$ cat src/rtl/puf_eval_ctrl_pkg.sv
`default_nettype none
// +----------------------------------------------------------------------------+
// | Module  : puf_eval_ctrl_pkg                                                |
// | Brief   : Shared FSM encoding and default LFSR tap masks for the PUF ctrl  |
// | Revision: 1.0 - initial release                                            |
// +----------------------------------------------------------------------------+
package puf_eval_ctrl_pkg;

  typedef enum logic [2:0] {
    S_IDLE   = 3'd0,
    S_ARM    = 3'd1,
    S_LAUNCH = 3'd2,
    S_SAMPLE = 3'd3,
    S_NEXT   = 3'd4,
    S_DONE   = 3'd5
  } state_t;

  // Tap bit i stands for x^(i+1) of the feedback polynomial.
  localparam logic [63:0]  c_POLY_64  = 64'hD800_0000_0000_0000;
  localparam logic [127:0] c_POLY_128 = 128'hA000_0014_0000_0000_0000_0000_0000_0000;

  function automatic logic [127:0] default_poly(input int n);
    return (n == 64) ? {64'd0, c_POLY_64} : c_POLY_128;
  endfunction

endpackage
`default_nettype wire

$ cat src/rtl/puf_eval_ctrl_if.sv
`default_nettype none
// +----------------------------------------------------------------------------+
// | Module  : puf_eval_ctrl_if                                                 |
// | Brief   : Request/response and arbiter-side signals of the PUF controller  |
// | Revision: 1.0 - initial release                                            |
// +----------------------------------------------------------------------------+
interface puf_eval_ctrl_if #(
  parameter int N      = 128,
  parameter int RESP_W = 32
);
  import puf_eval_ctrl_pkg::*;

  logic              start;
  logic [N-1:0]      seed;
  logic [N-1:0]      challenge;
  logic              race_in;
  logic              arb_reset;
  logic              arb_out;
  logic              busy;
  logic [RESP_W-1:0] response;
  logic              resp_valid;

  modport master (
    output start, seed, arb_out,
    input  challenge, race_in, arb_reset, busy, response, resp_valid
  );

  modport slave (
    input  start, seed, arb_out,
    output challenge, race_in, arb_reset, busy, response, resp_valid
  );

endinterface
`default_nettype wire

$ cat src/rtl/puf_eval_ctrl_lfsr.sv
`default_nettype none
// +----------------------------------------------------------------------------+
// | Module  : puf_eval_ctrl_lfsr                                               |
// | Brief   : Challenge LFSR with seed load, step, and all-zero seed guard     |
// | Revision: 1.0 - initial release                                            |
// +----------------------------------------------------------------------------+
module puf_eval_ctrl_lfsr
  import puf_eval_ctrl_pkg::*;
#(
  parameter int           N    = 128,
  parameter logic [N-1:0] POLY = N'(default_poly(N))
) (
  input  wire logic         clk,
  input  wire logic         reset,
  input  wire logic         i_load,
  input  wire logic         i_step,
  input  wire logic [N-1:0] i_seed,
  output logic [N-1:0]      o_state
);

  logic [N-1:0] r_state;
  logic         w_fb;

  assign w_fb = ^(r_state & POLY);

  // An all-zero state would lock the LFSR, so a zero seed loads all-ones.
  always_ff @(posedge clk) begin
    if (reset) begin
      r_state <= '0;
    end else if (i_load) begin
      r_state <= (i_seed == '0) ? '1 : i_seed;
    end else if (i_step) begin
      r_state <= {r_state[N-2:0], w_fb};
    end
  end

  assign o_state = r_state;

endmodule
`default_nettype wire

$ cat src/rtl/puf_eval_ctrl.sv
`default_nettype none
// +----------------------------------------------------------------------------+
// | Module  : puf_eval_ctrl                                                    |
// | Brief   : Arbiter PUF driver/collector; MAJORITY_VOTE_EN adds per-bit vote |
// | Revision: 1.0 - initial release                                            |
// +----------------------------------------------------------------------------+
module puf_eval_ctrl
  import puf_eval_ctrl_pkg::*;
#(
  parameter int           N          = 128,
  parameter logic [N-1:0] POLY       = N'(default_poly(N)),
  parameter int           RESP_W     = 32,
  parameter int           ARM_CYC    = 2,
  parameter int           SETTLE_CYC = 8
`ifdef MAJORITY_VOTE_EN
  , parameter int         VOTES      = 5
`endif
) (
  input  wire logic       clk,
  input  wire logic       reset,
  puf_eval_ctrl_if.slave  bus
);

  localparam int CNT_W = $clog2(ARM_CYC + SETTLE_CYC + 1);
  localparam int BIT_W = $clog2(RESP_W + 1);

  state_t            r_state;
  state_t            w_state_next;
  logic [CNT_W-1:0]  r_cyc_cnt;
  logic [BIT_W-1:0]  r_bit_cnt;
  logic              r_sync1;
  logic              r_sync2;
  logic [RESP_W-1:0] r_shift;
  logic [RESP_W-1:0] r_response;
  logic [N-1:0]      w_challenge;
  logic              w_accept;
  logic              w_step;
  logic              w_arm_done;
  logic              w_settle_done;
  logic              w_last_bit;
  logic              w_last_vote;
  logic              w_bit;
  logic              w_race_in;
  logic              w_arb_reset;
  logic              w_busy;
  logic              w_resp_valid;

  assign w_accept      = (r_state == S_IDLE) && bus.start;
  assign w_step        = (r_state == S_NEXT);
  assign w_arm_done    = (r_cyc_cnt == CNT_W'(ARM_CYC - 1));
  assign w_settle_done = (r_cyc_cnt == CNT_W'(SETTLE_CYC - 1));
  assign w_last_bit    = (r_bit_cnt == BIT_W'(RESP_W - 1));

  puf_eval_ctrl_lfsr #(
    .N    (N),
    .POLY (POLY)
  ) u_lfsr (
    .clk     (clk),
    .reset   (reset),
    .i_load  (w_accept),
    .i_step  (w_step),
    .i_seed  (bus.seed),
    .o_state (w_challenge)
  );

  // arb_out is asynchronous to clk; only the second flop is ever consumed.
  always_ff @(posedge clk) begin
    if (reset) begin
      r_sync1 <= 1'b0;
      r_sync2 <= 1'b0;
    end else begin
      r_sync1 <= bus.arb_out;
      r_sync2 <= r_sync1;
    end
  end

`ifdef MAJORITY_VOTE_EN
  localparam int VOTE_W = $clog2(VOTES + 1);

  logic [VOTE_W-1:0] r_ones;
  logic [VOTE_W-1:0] r_vote_cnt;
  logic [VOTE_W-1:0] w_ones_total;

  assign w_ones_total = r_ones + VOTE_W'(r_sync2);
  assign w_last_vote  = (r_vote_cnt == VOTE_W'(VOTES - 1));
  assign w_bit        = (w_ones_total > VOTE_W'(VOTES / 2));

  always_ff @(posedge clk) begin
    if (reset || w_accept || (r_state == S_NEXT)) begin
      r_ones     <= '0;
      r_vote_cnt <= '0;
    end else if (r_state == S_SAMPLE) begin
      r_ones     <= w_ones_total;
      r_vote_cnt <= r_vote_cnt + 1'b1;
    end
  end
`else
  assign w_last_vote = 1'b1;
  assign w_bit       = r_sync2;
`endif

  always_ff @(posedge clk) begin
    if (reset) begin
      r_cyc_cnt  <= '0;
      r_bit_cnt  <= '0;
      r_shift    <= '0;
      r_response <= '0;
    end else begin
      if ((r_state == S_ARM && !w_arm_done) || (r_state == S_LAUNCH && !w_settle_done)) begin
        r_cyc_cnt <= r_cyc_cnt + 1'b1;
      end else begin
        r_cyc_cnt <= '0;
      end

      if (w_accept) begin
        r_bit_cnt <= '0;
      end else if (r_state == S_NEXT) begin
        r_bit_cnt <= r_bit_cnt + 1'b1;
      end

      // First evaluated bit migrates up to the MSB by the time the word is full.
      if (r_state == S_SAMPLE && w_last_vote) begin
        r_shift <= {r_shift[RESP_W-2:0], w_bit};
      end

      if (r_state == S_NEXT && w_last_bit) begin
        r_response <= r_shift;
      end
    end
  end

  always_ff @(posedge clk) begin
    if (reset) begin
      r_state <= S_IDLE;
    end else begin
      r_state <= w_state_next;
    end
  end

  always_comb begin
    w_state_next = r_state;
    w_race_in    = 1'b0;
    w_arb_reset  = 1'b0;
    w_resp_valid = 1'b0;
    w_busy       = 1'b1;
    case (r_state)
      S_IDLE: begin
        w_busy = 1'b0;
        if (w_accept) w_state_next = S_ARM;
      end
      S_ARM: begin
        w_arb_reset = 1'b1;
        if (w_arm_done) w_state_next = S_LAUNCH;
      end
      S_LAUNCH: begin
        w_race_in = 1'b1;
        if (w_settle_done) w_state_next = S_SAMPLE;
      end
      S_SAMPLE: begin
        w_race_in    = 1'b1;
        w_state_next = w_last_vote ? S_NEXT : S_ARM;
      end
      S_NEXT: begin
        w_state_next = w_last_bit ? S_DONE : S_ARM;
      end
      S_DONE: begin
        w_resp_valid = 1'b1;
        w_state_next = S_IDLE;
      end
      default: begin
        w_busy       = 1'b0;
        w_state_next = S_IDLE;
      end
    endcase
  end

  assign bus.challenge  = w_challenge;
  assign bus.race_in    = w_race_in;
  assign bus.arb_reset  = w_arb_reset;
  assign bus.busy       = w_busy;
  assign bus.response   = r_response;
  assign bus.resp_valid = w_resp_valid;

endmodule
`default_nettype wire

$ cat src/flat_wrapper.sv
// flat-port wrapper written by rule: the top's interface ports become plain ports
module puf_eval_ctrl_flat import puf_eval_ctrl_pkg::*;
#(
  parameter int           N          = 128,
  parameter logic [N-1:0] POLY       = N'(default_poly(N)),
  parameter int           RESP_W     = 32,
  parameter int           ARM_CYC    = 2,
  parameter int           SETTLE_CYC = 8

)
  (clk, reset, bus_start, bus_seed, bus_arb_out, bus_challenge, bus_race_in, bus_arb_reset, bus_busy, bus_response, bus_resp_valid);
  puf_eval_ctrl_if #(.N(N), .RESP_W(RESP_W)) bus_i ();
  input  wire logic clk;
  input  wire logic reset;
  input wire logic [$bits(bus_i.start)-1:0] bus_start;
  input wire logic [$bits(bus_i.seed)-1:0] bus_seed;
  input wire logic [$bits(bus_i.arb_out)-1:0] bus_arb_out;
  output wire logic [$bits(bus_i.challenge)-1:0] bus_challenge;
  output wire logic [$bits(bus_i.race_in)-1:0] bus_race_in;
  output wire logic [$bits(bus_i.arb_reset)-1:0] bus_arb_reset;
  output wire logic [$bits(bus_i.busy)-1:0] bus_busy;
  output wire logic [$bits(bus_i.response)-1:0] bus_response;
  output wire logic [$bits(bus_i.resp_valid)-1:0] bus_resp_valid;
  assign bus_i.start = bus_start;
  assign bus_i.seed = bus_seed;
  assign bus_i.arb_out = bus_arb_out;
  assign bus_challenge = bus_i.challenge;
  assign bus_race_in = bus_i.race_in;
  assign bus_arb_reset = bus_i.arb_reset;
  assign bus_busy = bus_i.busy;
  assign bus_response = bus_i.response;
  assign bus_resp_valid = bus_i.resp_valid;
  puf_eval_ctrl #(.N(N), .POLY(POLY), .RESP_W(RESP_W), .ARM_CYC(ARM_CYC), .SETTLE_CYC(SETTLE_CYC)) u_core (.clk(clk), .reset(reset), .bus(bus_i));
endmodule
$ cat config.mk
export PLATFORM = sky130hd
export DESIGN_NAME = puf_eval_ctrl_flat
export DESIGN_NICKNAME = d
export VERILOG_FILES = /design/src/rtl/puf_eval_ctrl_pkg.sv /design/src/rtl/puf_eval_ctrl_if.sv /design/src/rtl/puf_eval_ctrl_lfsr.sv /design/src/rtl/puf_eval_ctrl.sv /design/src/flat_wrapper.sv
export SDC_FILE = /design/constraint.sdc
export NUM_CORES = 1
export LEC_CHECK = 0
export CAP_MARGIN = 40
export CORE_MARGIN = 1
export CORE_UTILIZATION = 47
export DETAILED_ROUTE_END_ITERATION = 12
export PLACE_DENSITY = 0.86
export SYNTH_ARGS = -nofsm -noshare
export SYNTH_HDL_FRONTEND = slang
export SYNTH_SLANG_ARGS = --single-unit
$ cat constraint.sdc
create_clock -name clk -period 2.25 [get_ports clk]
set_input_delay 0.45 -clock clk [delete_from_list [all_inputs] [get_ports clk]]
set_output_delay 0.45 -clock clk [all_outputs]
set_load 0.01 [all_outputs]
==> results.toml, run 1 <==
[global_route]
antenna_found_initial = 2
track_usage_pct = 28.4
first_global_vias = 8899
grt_max_degree = 60
grt_pass1_wl_mm = 48.9
grt_overflow_total = 0

[layout]
fin_nets = 1469
n_fill_cell = 1218
flow.area_growth_from_synthesis_pct = 57.4
drive_above_1_share_pct = 24.0
final_cells = 1615

[worst_setup_path]
cp_cell_sequence = "clkdlybuf4s50_1 > nor4_1 > nand4_1 > nor4_4 > buf_6 > nand2_8 > buf_16 > a221oi_2"
crit_type = "in -> reg"
crit_start = "bus_seed[33]"
cp_top_family = "simple AND/OR/NAND/NOR gates"
crit_arrival_ns = 2.76
worstReg2RegStart = "u_core.r_state[2]"
worst-endpoint-required_ns = 2.65
slowest_stage = "clkdlybuf4s50_1"
crit_path_start_kind = "primary input"
cpPeakStageDelay_ns = 0.47
cp-end-kind = "flop"
cp_max_fo = 8
critPathBufInv = 3

[die]
die_w_microns = 145
core_area_sq_mm = 0.0198
rows = 51
dieHeight_microns = 145
die-area_sq_mm = 0.0210
start_util_pct = 48.6
ios = 296

[yosys]
synth_edf_count = 0
ys_warn_count = 0
ys_top_cells_by_count = "dfxtp_1, nor2_1, nand2_1, mux2i_1, a221oi_2"
seq_area_frac_synth_pct = 43.1
yosys.area.top_type_share_pct = 43.1
synth.largest_area_cell = "dfxtp_1"
synth_cell_types = 33
synth.net_count = 1119
yosys.cell_count.top_type = "dfxtp_1"
async_flop_share_pct = 0
avgSynthCellArea_sq_um = 9.78
synth_area_sq_mm = 0.00962
synthFlopType = "dfxtp_1"
synth-seq-cells = 207
synthTopCellsByArea = "dfxtp_1, a221oi_2, mux2i_1, nor2_1, nand2_1"
synthCells = 984

[routing]
initialDrtViolationCount = 690
routed_wl_mm = 33.6
antenna_left = 0
drcViolationCount = 0
drt_first_pass_iters = 5
wl_per_cell_microns = 20.8
viasPerCell = 5.76
vias = 9298

[flow_run]
drv_cap = 0

[sta]
fin_crit_ns = 2.36
max_freq_mhz = 424
timing.final.crit_share_pct = 105
hold_viol_final = 0
worstMarginPinSlew_ns = 0.560
drv_slew = 0
fin_skew_ns = 0.00919
finalSetupViolations = 77
relSlewSlack_pct = 62.7
setup_ws_ns = -0.107

[run_status]
status = "finished, violations left"
violations = "negative setup slack"

[pwr]
power_uw = 9990
p_leak_uw = 0.00543
ir_drop_mv = 0.512
power_density_mw_per_mm2 = 659

[min_path]
hold_class = "in -> reg"
holdCritStartpoint = "bus_seed[124]"

[placed_design]
routabilityCongestion = 0.908
place_hpwl_mm = 20.6
dp.cells = 1559
io_buffers = 295

[clock_network]
clkLatencyLatePin_ns = 0.51
hold_buffers = 0
cts_buffers = 23
cts_buffer_depth = 3
clk_pin_slew_worst_paths_ns = 0.06
cts_max_level = 1
cts_sinks = 207
cts_tree = "done"
cts_root_buf = "clkbuf_16"
-- kinds of logic after synthesis --
kind of cell | count (synthesis) | synth area share, %
AOI/OAI and AO/OA | 200 | 21.9
adders and majority gates | 3 | 0.390
DFF | 207 | 43.1
buffers and inverters | 97 | 5.19
xor gates and xnor gates | 9 | 0.819
muxes | 129 | 13.4
and+or+nand+nor | 339 | 15.2
-- stage by stage --
stage | util [%] | instance area (sq um) | TNS, ns | hold WS [ns] | worst slack, ns
5_1_grt | 76.6 | 15100 | -0.662 | 0.342 | -0.0653
3_3_place_gp | 67.9 | 13400 | -115.14 | 0.419 | -0.932
6_report | 76.6 | 15100 | -2.62 | 0.345 | -0.107
3_5_place_dp | 67.9 | 13400 | -117.37 | 0.430 | -0.989
2_1_floorplan | - | 9620 | 0 | 0.414 | 0.427
4_1_cts | 73.4 | 14500 | 0 | 0.438 | 0.00907
-- state kept, by name, summed over array words and instances (netlist names) --
signal / count
u_core.bus.response: 32
u_core.r_bit_cnt: 6
u_core.r_cyc_cnt: 4
u_core.r_shift: 32
u_core.r_state: 3
u_core.r_sync1: 1
u_core.r_sync2: 1
u_core.u_lfsr.o_state: 128
-- path summary, 6_finish.rpt --
path	end	slack, ns	cells after the start
setup / recovery	u_core.u_lfsr.o_state[36]	-0.11	8
hold reg to reg	u_core.r_shift[0]	0.44	2
hold / removal	u_core.u_lfsr.o_state[124]	0.34	3
setup reg to reg	u_core.u_lfsr.o_state[18]	0.24	5
-- cells in the final DEF, fill, tap and decap left out, types with 7 or more instances in the layout --
master / netlist / final
a21oi_1: 68 / 68
nand2_1: 134 / 132
buf_16: 0 / 7
a221oi_2: 100 / 112
buf_12: 0 / 11
mux2i_1: 129 / 129
nor4_2: 0 / 18
nor2_1: 139 / 139
nand4_1: 9 / 9
dfxtp_1: 207 / 204
buf_4: 2 / 96
nor4_4: 0 / 11
dlymetal6s2s_1: 0 / 34
clkbuf_16: 0 / 31
clkdlybuf4s50_1: 0 / 241
a221oi_1: 28 / 11
dlygate4sd2_1: 0 / 15
-- worst reg2reg max path, stage by stage, from the launching register on --
cell and delay (ns):
dfxtp_4 0.43, nor3b_4 0.30, buf_12 0.31, buf_4 0.41, mux2i_1 0.32, a221oi_4 0.09
-- report_power, final --
group | leakage [uW] | switching, uW | internal [uW]
Combinational | 0.00335 | 927 | 1040
Clock | 0.000383 | 1510 | 2380
Sequential | 0.00170 | 227 | 3910
-- layer usage --
| layer | wire, microns | part of all wire (%) | GRT usage (%) |
|---|---|---|---|
| met1 | 13400 | 40 | 34.6 |
| met4 | 1250 | 3.7 | 11.4 |
| met2 | 16600 | 49 | 49.3 |
| met5 | 0 | 0 | 0 |
| met3 | 2340 | 7.0 | 5.22 |
-- final cells by class --
| cell class | instances | area (sq um) | area share (%) |
|---|---|---|---|
| flip-flops and latches | 207 | 4160 | 27.4 |
| multi-input cells | 682 | 5510 | 36.4 |
| repair buffers | 419 | 4370 | 28.9 |
| inverters | 1 | 3.75 | 0.0248 |
| clock buffers | 32 | 659 | 4.35 |
| diodes | 2 | 5.00 | 0.0330 |
| well taps | 265 | 332 | 2.19 |
| clock inverters | 7 | 114 | 0.752 |
-- repair_timing --
| item | CTS | global route |
|---|---|---|
| buffers inserted | 1 | 0 |
| pin swaps | 11 | 30 |
| gates resized for setup | 62 | 84 |
| setup endpoints to repair | 132 | 131 |
| gates cloned | 4 | 11 |
(Power assumes the default switching activity.)
==> run 2, diff against run 1 <==
- CORE_MARGIN: 1 -> 2
- PLACE_DENSITY: 0.86 -> default
- PLACE_DENSITY_LB_ADDON: default -> 0.3
==> results.toml, run 2 (synthesis results as in run 1) <==
[sta]
worstMarginPinSlew_ns = 0.759
relSlewSlack_pct = 49.4
timing.final.crit_share_pct = 98.4
setup_ws_ns = 0.0361
hold_viol_final = 0
fin_crit_ns = 2.21
rsz0062_at_grt = "true"
drv_slew = 0
max_freq_mhz = 452
finalSetupViolations = 0
fin_skew_ns = 0.00930

[layout]
largest_register_ffs = 128
mostFrequentLayoutCells = "clkdlybuf4s50_1, dfxtp_1, nor2_1"
final_common_cell = "clkdlybuf4s50_1"
flow.area_growth_from_synthesis_pct = 52.3
post-route-util_pct = 72.7
drive_above_1_share_pct = 21.3
fin_nets = 1457
final_cells = 1605
num_antenna_cells = 0
fin_area_sq_mm = 0.0147

[die]
die-area_sq_mm = 0.0216
ios = 296
die_w_microns = 147
core_area_sq_mm = 0.0202
start_util_pct = 47.7
rows = 52
dieHeight_microns = 147

[global_route]
antenna_found_initial = 0
grt_max_degree = 68
grt_pass1_wl_mm = 46.8
grt_overflow_total = 0
track_usage_pct = 26.2
first_global_vias = 8779

[worst_setup_path]
reg2regPathDepth = 4
cp-end-kind = "flop"
crit_path_start_kind = "primary input"
reg2reg_to = "u_core.u_lfsr.o_state[97]"
cp_max_fo = 15
worstReg2RegStart = "u_core.r_state[2]"
crit_type = "in -> reg"
worst-endpoint-required_ns = 2.66
crit_arrival_ns = 2.62
rrSetupSlack_ns = 0.13

[routing]
drt_first_pass_iters = 5
viasPerCell = 5.57
antenna_left = 0
drcViolationCount = 0
routed_wl_mm = 30.2
vias = 8941
initialDrtViolationCount = 476
wl_per_cell_microns = 18.8

[flow_run]
drv_cap = 0

[clock_network]
cts_buffers = 22
cts_sinks = 207
cts_tree = "done"
clkLatencyLatePin_ns = 0.50
post_cts_buffers = 0
cts_root_buf = "clkbuf_16"
cts_buffer_depth = 3
clk_pin_slew_worst_paths_ns = 0.06
cts_max_level = 1

[min_path]
holdPathStages = 3
hold_class = "in -> reg"
holdCritStartpoint = "bus_seed[12]"
worstHoldEndpoint = "u_core.u_lfsr.o_state[12]"

[placed_design]
io_buffers = 295
place_hpwl_mm = 20.2
routabilityCongestion = 0.830
place_area_sq_mm = 0.0134
dp.cells = 1561
post-place-ws_ns = -0.944

[run_status]
status = "finished clean"

[pwr]
ir_drop_mv = 0.447
p_leak_uw = 0.00505
power_density_mw_per_mm2 = 668
run 2: critical path, stage by stage:
cell	delay [ns]
clkdlybuf4s50_1	0.50
nor4_2	0.30
nand4_1	0.19
nor4_2	0.31
buf_4	0.22
nand2_4	0.14
clkbuf_16	0.22
a221oi_2	0.27
run 2: per-layer routing:
layer  track usage (%)  up-vias  part of all wire (%)
met3              6.52       69                   8.0
met2              43.0      349                    47
met5                 0        -                     0
met1              33.6     4216                    42
met4              9.38        0                   3.6
li1                  -     4307                     -
run 2: through the flow:
step	hold WS [ns]	total power (uW)	TNS, ns
6_report	0.359	9790	0
5_1_grt	0.365	10100	-0.451
4_1_cts	0.455	9810	-0.307
3_5_place_dp	0.441	6070	-114.92
3_3_place_gp	0.427	6040	-108.62
2_1_floorplan	0.414	4970	0
run 2: worst max path at each step:
stage                       startpoint                        end  slack [ns]
final                      bus_seed[7]  u_core.u_lfsr.o_state[88]        0.04
after global routing       bus_seed[7]  u_core.u_lfsr.o_state[88]       -0.05
after CTS                 bus_seed[36]  u_core.u_lfsr.o_state[97]       -0.05
after detailed placement  bus_seed[70]  u_core.u_lfsr.o_state[58]       -0.94
after global placement    bus_seed[70]  u_core.u_lfsr.o_state[27]       -0.87
after floorplan           bus_seed[69]   u_core.u_lfsr.o_state[0]        0.43
run 2: what timing repair did:
action | CTS | global route
setup endpoints to repair | 132 | 129
resized for setup | 21 | 40
hold endpoints to repair | 0 | 0
pin swaps | 4 | 11
cloned | 2 | 5
hold buffers | 0 | 0
run 2: report_power, final:
group	internal, uW	switching (uW)
clock	2310	1430
sequential	3910	223
combinational	1050	866
run 2: area by class of cell:
type	instances	area [sq um]
Multi-Input combinational cell	681	5250
Fill cell	1466	5510
Timing Repair Buffer	409	4160
Sequential cell	207	4150
Tap cell	270	338
Inverter	1	3.75
Clock inverter	4	70.1
Clock buffer	33	683
==> run 3, diff against run 2 <==
- CTS_CLUSTER_SIZE: default -> 14
- HOLD_SLACK_MARGIN: default -> 0.1
==> results.toml, run 3 (synthesis results as in run 1) <==
[worst_setup_path]
rrSetupSlack_ns = 0.24
worst-endpoint-required_ns = 2.63
reg2regPathDepth = 5
cp-end-kind = "flop"
crit_start = "bus_seed[56]"
cp_max_fo = 10
critPathCapture = "u_core.u_lfsr.o_state[66]"
crit_arrival_ns = 2.62
crit_path_start_kind = "primary input"
worstReg2RegStart = "u_core.r_state[2]"
reg2reg_to = "u_core.u_lfsr.o_state[56]"
crit_type = "in -> reg"

[die]
core_area_sq_mm = 0.0202
start_util_pct = 47.7
rows = 52
ios = 296
dieHeight_microns = 147
die-area_sq_mm = 0.0216
die_w_microns = 147

[routing]
drcViolationCount = 0
drt_first_pass_iters = 5
vias = 8943
antenna_left = 0
viasPerCell = 5.57
routed_wl_mm = 30.5
initialDrtViolationCount = 462
wl_per_cell_microns = 19.0

[sta]
rsz0062_at_grt = "true"
timing.final.crit_share_pct = 99.4
hold_ws_ns = 0.363
fin_skew_ns = 0.00737
finalSetupViolations = 0
max_freq_mhz = 447
relSlewSlack_pct = 50.3
fin_crit_ns = 2.24
drv_slew = 0
hold_viol_final = 0
worstMarginPinSlew_ns = 0.746

[global_route]
antenna_found_initial = 0
grt_max_degree = 68
grt_overflow_total = 0
first_global_vias = 8760
grt_pass1_wl_mm = 46.6
track_usage_pct = 26.0

[clock_network]
cts_root_buf = "clkbuf_16"
clkLatencyLatePin_ns = 0.50
post_cts_buffers = 0
hold_buffers = 0
cts_max_level = 1
cts_tree = "done"
cts_sinks = 207
cts_buffers = 22
cts_buffer_depth = 3
clk_pin_slew_worst_paths_ns = 0.06

[layout]
fin_area_sq_mm = 0.0146
flow.area_growth_from_synthesis_pct = 52.0
final_cells = 1605
final_common_cell = "clkdlybuf4s50_1"
fin_nets = 1458
mostFrequentLayoutCells = "clkdlybuf4s50_1, dfxtp_1, nor2_1"
drive_above_1_share_pct = 21.7
num_antenna_cells = 0
largest_register_ffs = 128

[min_path]
hold_class = "in -> reg"

[pwr]
ir_drop_mv = 0.482
power_density_mw_per_mm2 = 658
p_leak_uw = 0.00502

[placed_design]
dp.cells = 1561
place_hpwl_mm = 20.2
place_area_sq_mm = 0.0134
io_buffers = 295
routabilityCongestion = 0.830

[run_status]
status = "finished clean"

[flow_run]
drv_cap = 0
-- run 3: changes by cell type in the layout (fill, tap and decap cells not counted), moves of 2 or more --
cell | before | now
clkbuf_8 | 8 | 6
dlymetal6s2s_1 | 11 | 13
a221oi_1 | 20 | 17
buf_6 | 1 | 3
buf_16 | 4 | 2
nor4_1 | 16 | 14
a221oi_2 | 104 | 108
clkinv_2 | 2 | 5
nor4_2 | 16 | 18
-- run 3: worst min-delay path by stage --
stage                                      start                   endpoint  slack [ns]  cells past startpoint
final                               bus_seed[12]  u_core.u_lfsr.o_state[12]        0.36                      3
after global placement            u_core.r_sync2          u_core.r_shift[0]        0.43                      2
after CTS                 u_core.bus.response[9]     u_core.bus.response[9]        0.45                      2
after floorplan                   u_core.r_sync1             u_core.r_sync2        0.41                      1
after global routing                bus_seed[12]  u_core.u_lfsr.o_state[12]        0.37                      3
after detailed placement          u_core.r_sync1             u_core.r_sync2        0.44                      1
-- run 3: metal layers --
layer	part of all wire [%]	wire, microns	vias to the layer above	global-route usage (%)
li1	-	-	4301	-
met1	42	12800	4248	33.6
met2	47	14400	333	42.6
met3	7.7	2340	61	6.80
met4	3.1	939	0	8.70
met5	0	0	-	0
-- run 3: power by group --
group          total [uW]  internal (uW)  switching [uW]
Sequential           4130           3910             222
Clock                3570           2120            1450
Combinational        1920           1050             872
Total                9620           7080            2540
-- run 3: per-stage QoR --
stage | total power (uW) | TNS, ns | setup slack, ns | utilization, %
2_1_floorplan | 4970 | 0 | 0.427 | -
4_1_cts | 9620 | -0.000623 | -0.000623 | 70.6
6_report | 9620 | 0 | 0.0126 | 72.5
3_3_place_gp | 6040 | -108.62 | -0.874 | 66.7
3_5_place_dp | 6070 | -114.92 | -0.944 | 66.7
5_1_grt | 9980 | -11.46 | -0.179 | 72.5
-- run 3: what timing repair did --
item	4_1_cts	5_1_grt
pin swaps	3	6
resized for setup	19	43
endpoints found under the setup margin	132	129
gates cloned	1	7
-- run 3: worst max-delay path: stages --
cell and delay, ns:
clkdlybuf4s50_1 0.45, nor4_1 0.41, nand4_1 0.17, nor4_2 0.32, buf_4 0.23, nand2_8 0.10
buf_12 0.16, a221oi_1 0.32
-- run 3: final cells by class --
type | count | area, sq um
multi-input cells | 681 | 5280
repair buffers | 410 | 4140
inverters | 1 | 3.75
clock inverters | 6 | 55.1
well taps | 270 | 338
clock buffers | 30 | 652
flip-flops and latches | 207 | 4150
fillers | 1465 | 5550
